$ cat config.mk
export PLATFORM = sky130hd
export DESIGN_NAME = ct_ifu_lbuf_create_ctrl
export DESIGN_NICKNAME = d
export VERILOG_FILES = /design/src/rtl/ct_ifu_lbuf_create_ctrl.sv
export SDC_FILE = /design/constraint.sdc
export NUM_CORES = 1
export LEC_CHECK = 0
export ABC_AREA = 1
export CORE_MARGIN = 5
export CORE_UTILIZATION = 35
export DETAILED_ROUTE_END_ITERATION = 10
export DONT_BUFFER_PORTS = 1
export PLACE_DENSITY_LB_ADDON = 0.12
export SLEW_MARGIN = 0
export SYNTH_ARGS = -nofsm -noshare
export SYNTH_HDL_FRONTEND = slang
export SYNTH_SLANG_ARGS = --single-unit
$ cat constraint.sdc
create_clock -name forever_cpuclk -period 2.71 [get_ports forever_cpuclk]
set_input_delay 0.271 -clock forever_cpuclk [delete_from_list [all_inputs] [get_ports forever_cpuclk]]
set_output_delay 0.271 -clock forever_cpuclk [all_outputs]
set_load 0.01 [all_outputs]
$ cat src/rtl/ct_ifu_lbuf_create_ctrl.sv
// rtl/ct_ifu_lbuf_create_ctrl.sv - loop buffer fill controller (IDLE/FILL/CACHE)
// Optional capture counter under LBUF_CREATE_CAPTURE_CNT_EN.
module ct_ifu_lbuf_create_ctrl #(
  parameter int ENTRY_NUM = 16,
  parameter int PTR_W     = 5
) (
  input  logic                      forever_cpuclk,
  input  logic                      cpurst_b,
  input  logic                      lbuf_flush,
  input  logic                      ibctrl_lbuf_loop_hit,
  input  logic [1:0]                ibdp_lbuf_hw_vld,
  input  logic [31:0]               ibdp_lbuf_hw_data,
  input  logic [1:0]                ibdp_lbuf_hw_32_start,
  input  logic [1:0]                ibdp_lbuf_hw_front_br,
  input  logic [1:0]                ibdp_lbuf_hw_back_br,
  output logic                      lbuf_ibdp_ready,
  output logic                      fill_state_enter,
  output logic [ENTRY_NUM-1:0]      entry_create_x,
  output logic [ENTRY_NUM-1:0]      entry_create_clk_en_x,
  output logic [16*ENTRY_NUM-1:0]   entry_create_inst_data_v,
  output logic [ENTRY_NUM-1:0]      entry_create_32_start_x,
  output logic [ENTRY_NUM-1:0]      entry_create_front_br_x,
  output logic [ENTRY_NUM-1:0]      entry_create_back_br_x,
  output logic                      lbuf_active,
  output logic                      lbuf_fill_abort,
  output logic [15:0]               lbuf_capture_cnt
);

  typedef enum logic [1:0] {
    ST_IDLE  = 2'd0,
    ST_FILL  = 2'd1,
    ST_CACHE = 2'd2
  } state_t;

  state_t                    r_state, w_state_nxt;
  logic [PTR_W-1:0]          r_wptr, w_wptr_nxt;
  logic [1:0]                w_n;
  logic [PTR_W:0]            w_wptr_sum;
  logic                      w_fits;
  logic                      w_accept;
  logic                      w_back_hit;
  logic                      w_fill_enter_nxt;
  logic                      w_abort_nxt;

  logic [15:0]               w_a_data;
  logic                      w_a_start, w_a_front, w_a_back;

  logic [ENTRY_NUM-1:0]      w_create_nxt, w_start_nxt, w_front_nxt, w_back_nxt;
  logic [16*ENTRY_NUM-1:0]   w_data_nxt;

  logic [ENTRY_NUM-1:0]      r_create, r_start, r_front, r_back;
  logic [16*ENTRY_NUM-1:0]   r_data;
  logic                      r_fill_enter;
  logic                      r_abort;

  // A back branch in the older halfword ends the loop body, so hw1 is dropped.
  always_comb begin
    w_n = 2'd0;
    case (ibdp_lbuf_hw_vld)
      2'b00:   w_n = 2'd0;
      2'b01:   w_n = 2'd1;
      2'b10:   w_n = 2'd1;
      default: w_n = ibdp_lbuf_hw_back_br[0] ? 2'd1 : 2'd2;
    endcase
  end

  assign w_a_data   = ibdp_lbuf_hw_vld[0] ? ibdp_lbuf_hw_data[15:0] : ibdp_lbuf_hw_data[31:16];
  assign w_a_start  = ibdp_lbuf_hw_vld[0] ? ibdp_lbuf_hw_32_start[0] : ibdp_lbuf_hw_32_start[1];
  assign w_a_front  = ibdp_lbuf_hw_vld[0] ? ibdp_lbuf_hw_front_br[0] : ibdp_lbuf_hw_front_br[1];
  assign w_a_back   = ibdp_lbuf_hw_vld[0] ? ibdp_lbuf_hw_back_br[0]  : ibdp_lbuf_hw_back_br[1];

  assign w_wptr_sum = {1'b0, r_wptr} + {{(PTR_W-1){1'b0}}, w_n};
  assign w_fits     = (w_wptr_sum <= (PTR_W+1)'(ENTRY_NUM));
  assign w_accept   = (r_state == ST_FILL) && !lbuf_flush && (w_n != 2'd0) && w_fits;
  assign w_back_hit = w_accept && (w_a_back || ((w_n == 2'd2) && ibdp_lbuf_hw_back_br[1]));

  always_comb begin
    w_state_nxt      = r_state;
    w_wptr_nxt       = r_wptr;
    w_fill_enter_nxt = 1'b0;
    w_abort_nxt      = 1'b0;
    if (lbuf_flush) begin
      w_state_nxt = ST_IDLE;
      w_wptr_nxt  = '0;
    end else begin
      case (r_state)
        ST_IDLE: begin
          if (ibctrl_lbuf_loop_hit) begin
            w_state_nxt      = ST_FILL;
            w_fill_enter_nxt = 1'b1;
            w_wptr_nxt       = '0;
          end
        end
        ST_FILL: begin
          if (w_n != 2'd0) begin
            if (w_fits) begin
              w_wptr_nxt = w_wptr_sum[PTR_W-1:0];
              if (w_back_hit) w_state_nxt = ST_CACHE;
            end else begin
              w_state_nxt = ST_IDLE;
              w_abort_nxt = 1'b1;
              w_wptr_nxt  = '0;
            end
          end
        end
        ST_CACHE: w_state_nxt = ST_CACHE;
        default: begin
          w_state_nxt = ST_IDLE;
          w_wptr_nxt  = '0;
        end
      endcase
    end
  end

  // Oldest accepted halfword lands at wptr, the second (if any) at wptr+1.
  always_comb begin
    w_create_nxt = '0;
    w_start_nxt  = '0;
    w_front_nxt  = '0;
    w_back_nxt   = '0;
    w_data_nxt   = '0;
    for (int i = 0; i < ENTRY_NUM; i++) begin
      if (w_accept && (PTR_W'(i) == r_wptr)) begin
        w_create_nxt[i]        = 1'b1;
        w_data_nxt[16*i +: 16] = w_a_data;
        w_start_nxt[i]         = w_a_start;
        w_front_nxt[i]         = w_a_front;
        w_back_nxt[i]          = w_a_back;
      end
      if (w_accept && (w_n == 2'd2) && (PTR_W'(i) == (r_wptr + PTR_W'(1)))) begin
        w_create_nxt[i]        = 1'b1;
        w_data_nxt[16*i +: 16] = ibdp_lbuf_hw_data[31:16];
        w_start_nxt[i]         = ibdp_lbuf_hw_32_start[1];
        w_front_nxt[i]         = ibdp_lbuf_hw_front_br[1];
        w_back_nxt[i]          = ibdp_lbuf_hw_back_br[1];
      end
    end
  end

  always_ff @(posedge forever_cpuclk or negedge cpurst_b) begin
    if (!cpurst_b) begin
      r_state      <= ST_IDLE;
      r_wptr       <= '0;
      r_fill_enter <= 1'b0;
      r_abort      <= 1'b0;
      r_create     <= '0;
      r_start      <= '0;
      r_front      <= '0;
      r_back       <= '0;
      r_data       <= '0;
    end else begin
      r_state      <= w_state_nxt;
      r_wptr       <= w_wptr_nxt;
      r_fill_enter <= w_fill_enter_nxt;
      r_abort      <= w_abort_nxt;
      r_create     <= w_create_nxt;
      r_start      <= w_start_nxt;
      r_front      <= w_front_nxt;
      r_back       <= w_back_nxt;
      r_data       <= w_data_nxt;
    end
  end

`ifdef LBUF_CREATE_CAPTURE_CNT_EN
  logic [15:0] r_capture_cnt;

  // Survives flush; only reset clears it.
  always_ff @(posedge forever_cpuclk or negedge cpurst_b) begin
    if (!cpurst_b) begin
      r_capture_cnt <= 16'h0;
    end else if ((r_state == ST_FILL) && (w_state_nxt == ST_CACHE) && (r_capture_cnt != 16'hFFFF)) begin
      r_capture_cnt <= r_capture_cnt + 16'd1;
    end
  end

  assign lbuf_capture_cnt = r_capture_cnt;
`else
  assign lbuf_capture_cnt = 16'h0;
`endif

  assign lbuf_ibdp_ready          = (r_state == ST_FILL);
  assign lbuf_active              = (r_state == ST_CACHE);
  assign fill_state_enter         = r_fill_enter;
  assign lbuf_fill_abort          = r_abort;
  assign entry_create_x           = r_create;
  assign entry_create_clk_en_x    = r_create;
  assign entry_create_inst_data_v = r_data;
  assign entry_create_32_start_x  = r_start;
  assign entry_create_front_br_x  = r_front;
  assign entry_create_back_br_x   = r_back;

endmodule

==> run metrics, run 1 <==
Worst Clk Skew=~0.023 ns; routed wire length=about 68 mm; FP Rows=81; Fin Hold WS=-0.588 ns; Root Buffer=clkbuf_16; Post-Synthesis Cells=~1800; fillers=4835; fin crit period=2.54 ns; Distinct cells, synth=34; vias in the first global route=between 10000 and 15000; crit path max fanout=19; die span in x=around 230 um; syn_area_per_cell=a little under 10 sq um; share of the synthesized area in the top cell type=47.7%; RSZ-0062 raised after global routing=no; number of max-cap violations=0; top post-synthesis cells by area=dfrtp_1, nand3_2, nand4_1; synthesized flop and latch total=about 330; largest net degree at the start of global routing=330; vias post-DR=between 10000 and 15000; Worst-Skew Late Latency=0.57 ns; TritonCTS sink count=between 300 and 400; DP Area=around 0.018 sq mm; Die H=232 um; drt first pass iters=5; fin util=about two fifths; Yosys top cell by area=dfrtp_1; GP Congestion=0.854; Setup crit end kind=register; Hold Path Class=in2async; core region area=0.0488 sq mm; Arr. time, crit path=~3 ns; r2r worst-path depth=13; WP data required=roughly 3.2 ns; failing checks=hold timing; fin nets=1746; Pleak=around 9.4 nW; share of cells above drive strength 1=31.4%; post-CTS setup buffer count=0; Initial Util=a little over a third; worst-margin pin slew=~1.2 ns; Warnings, synthesis=0; Layout area overhead=12.8%; Seq/Total Area, Yosys=47.7%; worst vdd ir=around 350 uV; PortBufs=0; Slew HR=23.0%; Worst Setup Path Type=reg2reg; post-DR vias/cell=5.60; first-pass GRT wire length=96.8 mm; Clock Tree Buf Depth=3; final setup violating endpoints=0; I/O pins=400; total CTS buffers=38; clock transition at the registers of the reported paths=about 0.060 ns; initial antenna violation count=5; Final Hold Viols=~330; CP startpoint kind=register; power per cell area=slightly below 600 mW/mm^2; hold-fix buffer count after cts=30; DRC viols=0; CTS tree=yes; total track usage=between 20% and 30%; Max Freq=between 300 and 400 MHz; die footprint=between 0.05 and 0.06 sq mm; DP HPWL=~42 mm; GRT overflow=0; outcome=finished with violations; area of the multi-input gates=0.00726 sq mm; H-tree depth=2; DR iter-0 viols=approximately 1200; Design Area, Final=between 0.015 and 0.02 sq mm; Routed Antenna Nets=0; register area=around 0.008 sq mm; max-slew violations=0; Tcrit/Tclk final=a little over nine tenths; area of the mapped netlist=0.0173 sq mm; drt wl/cell=between 20 and 30 um
==> flip-flops by register name (all words and copies together), names as in the netlist <==
name	cells
entry_create_inst_data_v	256
r_wptr	5
entry_create_front_br_x	16
entry_create_back_br_x	16
entry_create_32_start_x	16
fill_state_enter	1
entry_create_clk_en_x	16
r_state	2
lbuf_fill_abort	1
==> layer usage <==
metal | vias to the layer above | share of wire [%] | track usage, %
li1 | 5859 | - | -
met1 | 6696 | 41 | 31.9
met2 | 675 | 46 | 38.0
met3 | 140 | 9.7 | 8.25
met4 | 2 | 3.4 | 8.16
met5 | - | 0.013 | 0
==> cells in the final DEF, fill, tap and decap left out, types with 2 or more instances in the layout <==
cell             n
inv_1           38
nor2_2          15
nor3_1           2
dlygate4sd3_1   15
o21ai_0         20
nor2_4           7
inv_2           13
nand3_4          3
inv_6            2
or2_2           15
bufinv_16        4
nor3_2          11
nand4_1        287
nor2_1          32
ha_1             3
clkbuf_8         5
clkbuf_1         7
conb_1          16
o21ai_1          3
buf_4           69
dfrtp_1        328
nand3_1         40
clkbuf_16       38
buf_12          52
nand2_1        386
a21oi_1          3
clkinv_2         6
clkinvlp_4       3
diode_2          3
nand3_2        285
==> final timing paths <==
path | from | endpoint | slack [ns]
worst min register to register | r_state[0]$_DFFE_PN0P_ | r_state[0]$_DFFE_PN0P_ | 0.55
worst max register to register | r_wptr[0]$_DFFE_PN0P_ | entry_create_front_br_x[12]$_DFF_PN0_ | 0.17
max in group asynchronous | cpurst_b | entry_create_32_start_x[8]$_DFF_PN0_ | 2.85
min in group forever_cpuclk | ibdp_lbuf_hw_data[17] | entry_create_inst_data_v[49]$_DFF_PN0_ | 0.02
worst max-delay path | r_wptr[0]$_DFFE_PN0P_ | entry_create_front_br_x[12]$_DFF_PN0_ | 0.17
worst min-delay path | cpurst_b | entry_create_inst_data_v[73]$_DFF_PN0_ | -0.59
==> synthesized netlist by cell type <==
cell / instances
nand2_1: 386
nand3_2: 285
nor2_8: 1
nor3_1: 13
o21ai_0: 20
inv_1: 39
nor3_4: 1
nand3_4: 3
fa_1: 1
ha_1: 5
a211oi_1: 1
buf_1: 2
a21oi_1: 3
xor2_2: 1
buf_2: 117
dfrtp_1: 329
nor2_1: 50
a21oi_4: 1
buf_8: 1
or2_2: 15
nand3b_1: 1
nor2_4: 2
conb_1: 1
nand3_1: 40
nand2_4: 1
nor2_2: 2
buf_12: 31
o21ai_1: 4
buf_6: 3
nand4_1: 287
clkbuf_1: 77
nand2_2: 1
inv_2: 12
buf_4: 33
==> layout make-up <==
type / instances / area share, %
repair buffers: 136 / 8.77
clock buffers: 50 / 5.37
well taps: 664 / 4.26
clock inverters: 16 / 1.06
diodes: 3 / 0.0385
multi-input cells: 1140 / 37.2
flip-flops and latches: 329 / 42.3
inverters: 51 / 0.983
==> critical path, cell delays in order (launching register included) <==
cell	delay (ns)
dfrtp_2	0.42
ha_2	0.21
inv_2	0.04
fa_2	0.54
nand2_1	0.06
nor2_2	0.12
nand3_4	0.11
nand2_4	0.08
nand3_4	0.08
nor2_8	0.17
buf_12	0.20
buf_12	0.20
nand3_2	0.07
nand2_1	0.13
==> repair_timing <==
action | in CTS | in global routing
setup endpoints to repair | 0 | 53
endpoints found under the hold margin | 635 | 329
resized for setup | 0 | 1
==> logic make-up (layout without fill, tap and decap cells) <==
family / after synthesis / count (layout) / synth area share, %
compound gates: 29 / 29 / 0.920
flops: 329 / 329 / 47.7
buf+inv: 315 / 253 / 11.5
other cells: 1 / 19 / 0.0217
xor+xnor: 1 / 1 / 0.0942
fa+ha+maj: 6 / 6 / 0.478
simple gates: 1088 / 1088 / 39.3
==> metrics by stage <==
stage               setup TNS [ns]  hold WS, ns  power [mW]  setup WS [ns]  std cells
floorplan                        0      -0.0246        5.67        0.00453       1784
global placement            -14.76     -0.00782        5.79         -0.103       2290
detailed placement          -21.39     -0.00765        5.79         -0.126       2290
CTS                              0       -0.618        11.3         0.0894       2386
global route                     0       -0.620        11.6         0.0249       2387
finish                           0       -0.588        11.2          0.171       2389
==> where the power goes <==
group          switching [mW]  leakage, nW  internal (mW)  total (mW)
Clock                    2.16        0.609           3.11        5.27
Sequential             0.0440         4.59           4.95        4.99
Combinational           0.772         4.16          0.198       0.970
Total                    2.98         9.36           8.25        11.2
(Power assumes the default switching activity.)
==> inputs of run 2 (changes only) <==
--- a/config.mk
+++ b/config.mk
@@ -7,5 +7,5 @@
 export LEC_CHECK = 0
 export ABC_AREA = 1
-export CORE_MARGIN = 5
+export CORE_MARGIN = 10
 export CORE_UTILIZATION = 35
 export DETAILED_ROUTE_END_ITERATION = 10
==> constraint.sdc (replaced) <==
create_clock -name forever_cpuclk -period 2.71 [get_ports forever_cpuclk]
set_input_delay 0.4065 -clock forever_cpuclk [delete_from_list [all_inputs] [get_ports forever_cpuclk]]
set_output_delay 0.4065 -clock forever_cpuclk [all_outputs]
set_load 0.01 [all_outputs]
==> run 2 against run 1 <==
- the flow still finishes with violations (hold timing)
- sequential cell count is the same
- first-iteration DRC count down 7.3%
- combinational power up 2.9%
- global-route usage is 0.97 points lower
- register-to-register slack improved by 0.04 ns
- design area grew 0.56%
- total power up 3.1%
==> run metrics, run 2 (synthesis gave the netlist of run 1 again) <==
max FFs per register=between 200 and 300; Top delay family on crit path=simple AND/OR/NAND/NOR gates; area of the multi-input gates=between 0.007 and 0.008 sq mm; Slew HR=between 20 and 25%; Hold Path Class=in2async; vias in the first global route=around 13000; RSZ-0062 raised after global routing=no; Tcrit/Tclk final=about 90%; n_diodes=0; power per cell area=approximately 600 mW/mm^2; max layer used=met4; TritonCTS sink count=329; Post-CTS Resized=0; met3 WL=a little over 5 mm; Crit Reg-Reg Endpoint=entry_create_back_br_x[9]$_DFF_PN0_; Root Buffer=clkbuf_16; Initial Util=a little over a third; DRC viols=0; Metal-1 WL=between 30 and 40 mm; Design Area, Final=roughly 0.020 sq mm; fillers=a little under 5000; FP Rows=just over 80; drt first pass iters=5; WP data required=roughly 3.2 ns; I/O pins=400; Arr. time, crit path=2.99 ns; Clock Tree Buf Depth=3; r2r startpoint=r_wptr[1]$_DFFE_PN0P_; GP Congestion=~0.86; GRT overflow=0; CP startpoint kind=register; DR iter-0 viols=1076; die span in x=between 200 and 250 um; critical-path cell list=inv_1 -> fa_2 -> nand2_1 -> nor2_2 -> nand3_4 -> nand2_4 -> nand3_4 -> nor2_8 -> buf_12 -> buf_12 -> nand3_2 -> nand2_1; met2 WL=33.4 mm; Worst Clk Skew=~0.014 ns; core region area=slightly below 0.05 sq mm; Setup crit end kind=register; H-tree depth=2; max-slew violations=0; crit path max fanout=35; drt wl/cell=a little under 30 um; register area=0.00823 sq mm; PortBufs=0; routed wire length=70.8 mm; DP Area=~0.018 sq mm; Die H=approximately 240 um; outcome=finished with violations; die footprint=just under 0.06 sq mm; worst-margin pin slew=around 1.2 ns; commonest non-fill, non-tap cells in the layout=nand2_1, dfrtp_1, nand3_2, nand4_1, buf_4; worst vdd ir=roughly 370 uV; final setup violating endpoints=0; CP Buf/Inv Count=3; fin nets=1747; largest net degree at the start of global routing=330; Layout area overhead=13.4%; Max Freq=400 MHz; total power=around 12 mW; share of cells above drive strength 1=between 30% and 40%; total CTS buffers=39; post-DR vias/cell=5.58; fin crit period=2.50 ns; setup_tns=0 ns; r2r worst-path depth=12; number of max-cap violations=0; slowest CP cell=fa_2; initial antenna violation count=2; Routed Antenna Nets=0; post-CTS setup buffer count=0; CTS tree=yes; hold-fix buffer count after cts=28; vias post-DR=approximately 13000; fin util=around 40%; DP HPWL=between 40 and 50 mm; CP peak stage delay=0.59 ns; Fin Hold WS=-0.459 ns; Final Hold Viols=between 300 and 400; reg-to-reg setup timing slack=a little over 0.2 ns; failing checks=hold timing; total track usage=23.4%; Pleak=9.43 nW; first-pass GRT wire length=around 100 mm; Worst Setup Path Type=reg2reg; clock transition at the registers of the reported paths=0.06 ns; most common cell after layout, fill and taps aside=nand2_1; Worst-Skew Late Latency=between 0.5 and 0.6 ns
[run 2: how the worst max path moves through the flow]
stage | start | endpoint | slack (ns) | depth (start not counted)
6_report | r_wptr[1]$_DFFE_PN0P_ | entry_create_back_br_x[9]$_DFF_PN0_ | 0.21 | 12
5_1_grt | r_wptr[0]$_DFFE_PN0P_ | entry_create_back_br_x[13]$_DFF_PN0_ | 0.06 | 14
4_1_cts | r_wptr[0]$_DFFE_PN0P_ | entry_create_back_br_x[13]$_DFF_PN0_ | 0.22 | 13
3_5_place_dp | ibdp_lbuf_hw_vld[1] | entry_create_32_start_x[8]$_DFF_PN0_ | -0.28 | 17
3_3_place_gp | ibdp_lbuf_hw_vld[1] | entry_create_inst_data_v[28]$_DFF_PN0_ | -0.22 | 18
2_1_floorplan | ibdp_lbuf_hw_vld[0] | entry_create_inst_data_v[245]$_DFF_PN0_ | -0.07 | 18
[run 2: worst register-to-register path: cells and delay by family (launching register included)]
kind / cells / cell delay (ns)
and+or+nand+nor: 8 / 0.87
buffers and inverters: 3 / 0.52
DFF: 1 / 0.44
adders and majority gates: 1 / 0.59
[run 2: routing by layer]
metal | global-route usage [%] | up-vias
met1 | 31.1 | 6844
met2 | 37.2 | 543
met4 | 6.49 | 0
met5 | 0 | -
li1 | - | 5855
met3 | 5.85 | 91
[run 2: cell type report]
class,count,area share (%)
flip-flops and latches,329,42.0
multi-input cells,1140,37.1
repair buffers,136,8.76
clock buffers,58,5.87
well taps,664,4.24
inverters,51,1.04
clock inverters,11,0.932
[run 2: stage by stage]
step | cells | worst slack [ns]
after global placement | 2292 | -0.223
after global routing | 2389 | 0.0589
after CTS | 2389 | 0.218
after floorplan | 1784 | -0.0718
after detailed placement | 2292 | -0.282
final | 2389 | 0.207
[run 2: power by group]
part           internal (mW)  switching, mW  leakage (nW)
registers               4.95         0.0441          4.59
clock network           3.41           2.18         0.652
logic                  0.211          0.787          4.18
